$ cat src/rtl/multihot_enc_pkg.sv
// Shared types and width helpers for the multi-hot serial encoder.
package multihot_enc_pkg;

  typedef enum logic {
    IDLE = 1'b0,
    BUSY = 1'b1
  } state_t;

  // Index width for an N-bit request vector; never narrower than one bit.
  function automatic int idx_width(input int n);
    return (n < 2) ? 1 : $clog2(n);
  endfunction

endpackage

$ cat src/rtl/multihot_serial_encoder_lsb_index_find.sv
// Combinational lowest-set-bit finder: binary index of the lowest set bit,
// whether any bit is set, and whether exactly one bit is set.
module lsb_index_find #(
  parameter int N = 8,
  parameter int W = multihot_enc_pkg::idx_width(N)
) (
  input  logic [N-1:0] vec,
  output logic [W-1:0] idx,
  output logic         found,
  output logic         single
);

  // Scan high to low so the lowest set bit is the last one written; clearing
  // the lowest bit (vec & (vec-1)) leaves zero only when one bit was set.
  always_comb begin
    idx   = '0;
    found = 1'b0;
    for (int i = N - 1; i >= 0; i--) begin
      if (vec[i]) begin
        idx   = W'(i);
        found = 1'b1;
      end
    end
    single = found && ((vec & (vec - N'(1))) == '0);
  end

endmodule

$ cat src/rtl/multihot_serial_encoder.sv
// Multi-hot request vector to serial index stream, lowest bit first, one
// index per out_valid/out_ready handshake. All-zero vectors are flagged on
// zero_err instead of being encoded.
// Optional: define MULTIHOT_ENC_BACK2BACK_EN to accept the next vector on the
// final-beat handshake edge for bubble-free streaming.
module multihot_serial_encoder
  import multihot_enc_pkg::*;
#(
  parameter int N = 8,
  parameter int W = idx_width(N)
) (
  input  logic         clk,
  input  logic         rst,
  input  logic         in_valid,
  output logic         in_ready,
  input  logic [N-1:0] in_vec,
  output logic         out_valid,
  input  logic         out_ready,
  output logic [W-1:0] out_idx,
  output logic         out_last,
  output logic         zero_err
);

  state_t         state_q, state_d;
  logic [N-1:0]   pending_q, pending_d;
  logic           zero_err_q, zero_err_d;
  logic           found;
  logic           accept, deliver;

  // Outputs decode only registered pending, so idx/last stay stable across
  // stalls; pending is zero in IDLE, which yields idx=0 and last=0.
  lsb_index_find #(.N(N), .W(W)) u_find (
    .vec    (pending_q),
    .idx    (out_idx),
    .found  (found),
    .single (out_last)
  );

  assign out_valid = (state_q == BUSY);
  assign zero_err  = zero_err_q;
  assign deliver   = out_valid && out_ready;

`ifdef MULTIHOT_ENC_BACK2BACK_EN
  assign in_ready = (state_q == IDLE) || ((state_q == BUSY) && out_last && out_ready);
`else
  assign in_ready = (state_q == IDLE);
`endif

  assign accept = in_valid && in_ready;

  // Next state: retire the delivered bit first, then a capture (which can
  // only coincide with the final beat) overrides pending and state.
  always_comb begin
    state_d    = state_q;
    pending_d  = pending_q;
    zero_err_d = 1'b0;
    if (deliver) begin
      pending_d = pending_q & ~({{(N-1){1'b0}}, 1'b1} << out_idx);
      if (out_last) state_d = IDLE;
    end
    if (accept) begin
      if (in_vec != '0) begin
        pending_d = in_vec;
        state_d   = BUSY;
      end else begin
        zero_err_d = 1'b1;
      end
    end
  end

  // State, pending bits and the zero-vector pulse.
  always_ff @(posedge clk or posedge rst) begin
    if (rst) begin
      state_q    <= IDLE;
      pending_q  <= '0;
      zero_err_q <= 1'b0;
    end else begin
      state_q    <= state_d;
      pending_q  <= pending_d;
      zero_err_q <= zero_err_d;
    end
  end

  // found is implied by BUSY; kept as a sanity check on the pending invariant.
  logic unused_found;
  assign unused_found = found;

endmodule
$ cat config.mk
export PLATFORM = sky130hd
export DESIGN_NAME = multihot_serial_encoder
export DESIGN_NICKNAME = d
export VERILOG_FILES = /design/src/rtl/multihot_enc_pkg.sv /design/src/rtl/multihot_serial_encoder_lsb_index_find.sv /design/src/rtl/multihot_serial_encoder.sv
export SDC_FILE = /design/constraint.sdc
export NUM_CORES = 1
export LEC_CHECK = 0
export ABC_AREA = 1
export BUFFER_PORTS_ARGS = -buffer_cell sky130_fd_sc_hd__buf_2
export CORE_ASPECT_RATIO = 1.5
export CORE_MARGIN = 5
export CORE_UTILIZATION = 35
export DETAILED_ROUTE_END_ITERATION = 10
export PLACE_DENSITY = 0.66
export SLEW_MARGIN = 20
export SYNTH_ARGS = -nofsm -noshare
export SYNTH_HDL_FRONTEND = slang
export SYNTH_HIERARCHICAL = 1
export SYNTH_SLANG_ARGS = --single-unit
$ cat constraint.sdc
create_clock -name clk -period 1.9 [get_ports clk]
set_input_delay 0.38 -clock clk [delete_from_list [all_inputs] [get_ports clk]]
set_output_delay 0.38 -clock clk [all_outputs]
set_load 0.01 [all_outputs]
# Word level (Yosys, flattened, before mapping)
# Index checks and enable logic that the tools add are counted.
# word_totals
inputBits,12
output_inout_bits,7
regBits,10
elab_cells,39
# classes
n_mux,25
shifts,1
n_addsub,1
reduce_logical,5
bitwise,4
# op_table
op,n
3-bit 2-to-1 mux,8
8-bit 2-to-1 mux,3
8-bit AND,2
1-bit 2-to-1 mux,14
8-bit logical NOT,1
8-bit inverter,1
8-bit nonzero test,1
1-bit by 3-bit << shifter with 8-bit output (first input constant),1
8-bit by 1-bit subtractor with 8-bit output (second input constant),1
1-bit logical AND,3
1-bit inverter,1

# Depth between registers and ports, before layout
# depth
ltp_word,14
depth_mapped,12
ltp_nobuf,12

# Modules after synthesis
# Netlist, hierarchy kept.
# modules_own_cells
module,seq_area_each_um2,cells_per_inst,area_per_inst_um2,instances
multihot_serial_encoder,250.2,68,531.8,1
lsb_index_find,0.0,37,176.4,1

# Least setup slack after synthesis
# Ideal clock, no wire load.
# synth_path
path_type,register to register
startpoint,register pending_q[4]
endpoint,register pending_q[2]
period_less_slack_ps,1639
path_slack_ps,261
arrival_ps,1522
setup_ps,116
path_buffers,0
required_ps,1784
stages_incl_launch_ff,9
cell_sequence,dfrtp_1 > nor2_2 > o21ai_0 > a21boi_0 > inv_1 > nor2_1 > a21boi_0 > nand2_1 > nand2_1
# synth_between
elab_chain_cells,11
# synth_rtl
element,line,source
"start, declared",multihot_serial_encoder.sv:25,"logic [N-1:0] pending_q, pending_d;"
"start signal, assigned",multihot_serial_encoder.sv:79,pending_q <= pending_d;
3-bit 2-to-1 mux (*) (5 in series),multihot_serial_encoder_lsb_index_find.sv:19,if (vec[i]) begin
named net out_idx[1],multihot_serial_encoder.sv:19,"output logic [W-1:0] out_idx,"
1-bit by 3-bit << shifter with 8-bit output (*),multihot_serial_encoder.sv:58,"pending_d = pending_q & ~({{(N-1){1'b0}}, 1'b1} << out_idx);"
8-bit inverter (*),multihot_serial_encoder.sv:58,
8-bit AND (*),multihot_serial_encoder.sv:58,
8-bit 2-to-1 mux (*),multihot_serial_encoder.sv:57,if (deliver) begin
8-bit 2-to-1 mux,multihot_serial_encoder.sv:62,if (in_vec != '0) begin
8-bit 2-to-1 mux (*),multihot_serial_encoder.sv:61,if (accept) begin
named net pending_d[2],multihot_serial_encoder.sv:25,
# Mark *: on every way through the listed nets, which the timed path passes. The rest lies on a longest branch.

# Worst setup path in the final report
# layout_path
startpoint,register pending_q[0]
endpoint,output out_last
# layout_between
elab_chain_cells,4
elab_cells_between_ends,5
classes_between,add/sub: 1; mux: 1; bitwise: 1; reduce/logical: 2
# layout_rtl
element,line,source
8-bit by 1-bit subtractor with 8-bit output,multihot_serial_encoder_lsb_index_find.sv:24,single = found && ((vec & (vec - N'(1))) == '0);
8-bit AND,multihot_serial_encoder_lsb_index_find.sv:24,
8-bit logical NOT,multihot_serial_encoder_lsb_index_find.sv:24,
1-bit logical AND (*),multihot_serial_encoder_lsb_index_find.sv:24,
"end, declared",multihot_serial_encoder.sv:20,"output logic out_last,"
# Every way passes the cells marked *; elsewhere a longest branch is shown, timed or not.

==> out/qor.yml <==
timing:
  achievable-frequency_mhz: 547
  whs_ps: 82.9
  drv_slew: 0
  tightest_slew_ps: 374
  hold_violations: 0
  slew_headroom_pct: 75.0
  skew_ps: 0.969
  fin_crit_ps: 1830
  setup_viol: 0
  period_share_pct: 96.3
  rsz0062_at_grt: "true"
cells_and_area:
  drive_above_1_share_pct: 28.1
  utilization_pct: 44.2
  fillers: 205
  final_area_um2: 875
  final_common_cell: "nand2_1"
  final_cells: 150
  num_antenna_cells: 0
  most-common-layout-cells: "nand2_1 (40), buf_2 (18), inv_1 (13)"
  synthToLayoutAreaGrowth_pct: 23.5
  num-nets-final: 142
critical_path:
  crit_slowest_cell: "dfrtp_1"
  cp_max_fo: 7
  max_stage_delay_ps: 430
  critPathRequiredTime_ps: 1520
  end_kind: "output pin"
  crit_chain: "nor2_4, nor2_1, a21oi_1, nand3_1, nor2_2, buf_2"
  arrival_ps: 1450
  path_class: "reg -> out"
  startpoint_type: "register"
die:
  start_util_pct: 35.8
  coreArea_mm2: 0.00198
  io_pins: 19
  chipWidth_um: 46.7
  rows: 20
  die_y_um: 65.1
  die_area_mm2: 0.00304
placement:
  post_dp_cell_area_um2: 833
  portBuffers: 18
  numPlacedInstances: 146
  dp_hpwl_um: 1300
  gp_congestion: 0.788
synthesis:
  syn_avg_cell_area_um2: 6.74
  synth_area_um2: 708
  ys_warn_count: 6
  synth-seq-area-share_pct: 35.3
  netlist-cell-type-count: 16
  syn_inst: 105
  synth_fp_nets: 117
  synth_seq_cells: 10
clocking:
  cts_root_buf: "clkbuf_4"
  clockBufferDepth: 2
  cts.htree.levels: 1
  numCtsBuffers: 3
  clkTransAtPathRegs_ps: 60
  cts_tree: "done"
  clock-sinks: 10
  worst_skew_pair.late_latency_ps: 260
pwr:
  power.total_mw: 1.43
  max-vdd-ir-drop_mv: 0.612
  p_leak_nw: 0.477
  power_density_mw_per_mm2: 1640
route:
  antenna_left: 0
  drc_errors: 0
  vias_per_cell: 4.59
  dr_total_vias: 689
  first_pass_iters: 4
  totalWireLength_um: 1570
  first_iter_violations: 7
  wl_per_cell_um: 10.5
grt:
  grt_pass1_wl_um: 2720
  grt_pass1_vias: 665
  grt_max_degree: 11
  antenna_found_initial: 0
  grt_remaining_overflow: 0
  grtUsageTotal_pct: 12.4
flow_run:
  cap_violations: 0
min_path:
  hp-class: "in -> async"
outcome:
  status: "finished, final reports clean"
-- flip-flops by register name, summed over array words and instances, names as in the netlist --
register and cells:
pending_q 8, out_valid 1, zero_err 1
-- layer usage --
layer | global-route usage [%] | up-vias | part of all wire (%)
met5 | 0 | - | 0
met4 | 7.27 | 0 | 3.9
met3 | 1.64 | 6 | 5.0
met2 | 21.9 | 15 | 55
met1 | 13.2 | 297 | 36
li1 | - | 371 | -
-- power by group --
part / leakage [nW] / internal [mW] / switching [mW]
Sequential: 0.124 / 0.301 / 0.128
Clock: 0.0138 / 0.0728 / 0.0650
Combinational: 0.339 / 0.354 / 0.512
-- kinds of logic after synthesis --
kind of cell,count (synthesis),share of synthesized area [%]
AND/OR/NAND/NOR,67,42.4
AO/OA/AOI/OAI,15,15.4
buffers and inverters,13,6.89
flip-flops,10,35.3
-- critical path: cells and delay by family, from the launching register on --
kind	cells	cell delay (ps)
compound gates	1	130
flops	1	430
buf+inv	1	140
simple gates	4	500
-- synth_stat cells, drive strengths merged --
library cell	n	area share, %
a21boi	9	9.5
a21oi	3	2.1
dfrtp	10	35
inv	13	6.9
nand2	43	23
nand3	4	2.8
nand4	1	0.88
nor2	18	14
nor3b	1	1.1
o21ai	3	3.7
-- final timing paths --
| kind | from | to | slack, ps | cells past startpoint |
|---|---|---|---|---|
| max | pending_q[0] | out_last | 70 | 6 |
| min | rst | pending_q[2] | 80 | 2 |
| max reg2reg | pending_q[0] | pending_q[6] | 360 | 8 |
| min reg2reg | out_valid | out_valid | 610 | 2 |
| max in group asynchronous | rst | pending_q[3] | 1530 | 2 |
| min in group clk | in_vec[6] | pending_q[6] | 340 | 3 |
-- repair_timing --
item                       in CTS  in global routing
hold buffers                    0                  0
resized for setup               0                  4
setup endpoints to repair       0                  4
setup buffers                   0                  1
-- per-stage QoR --
step	TNS (ps)	setup slack, ps
final	0	70.8
after global placement	0	306
after global routing	-150	-54.5
after floorplan	0	261
after detailed placement	0	334
after CTS	0	48.3
-- cell type report --
type,count,area [um2],area share (%)
inverters,13,48.8,5.58
multi-input cells,82,419,47.9
well taps,22,27.5,3.15
clock buffers,3,22.5,2.58
repair buffers,20,105,12.0
flip-flops and latches,10,251,28.8
Power figures use the tool's default switching activity.
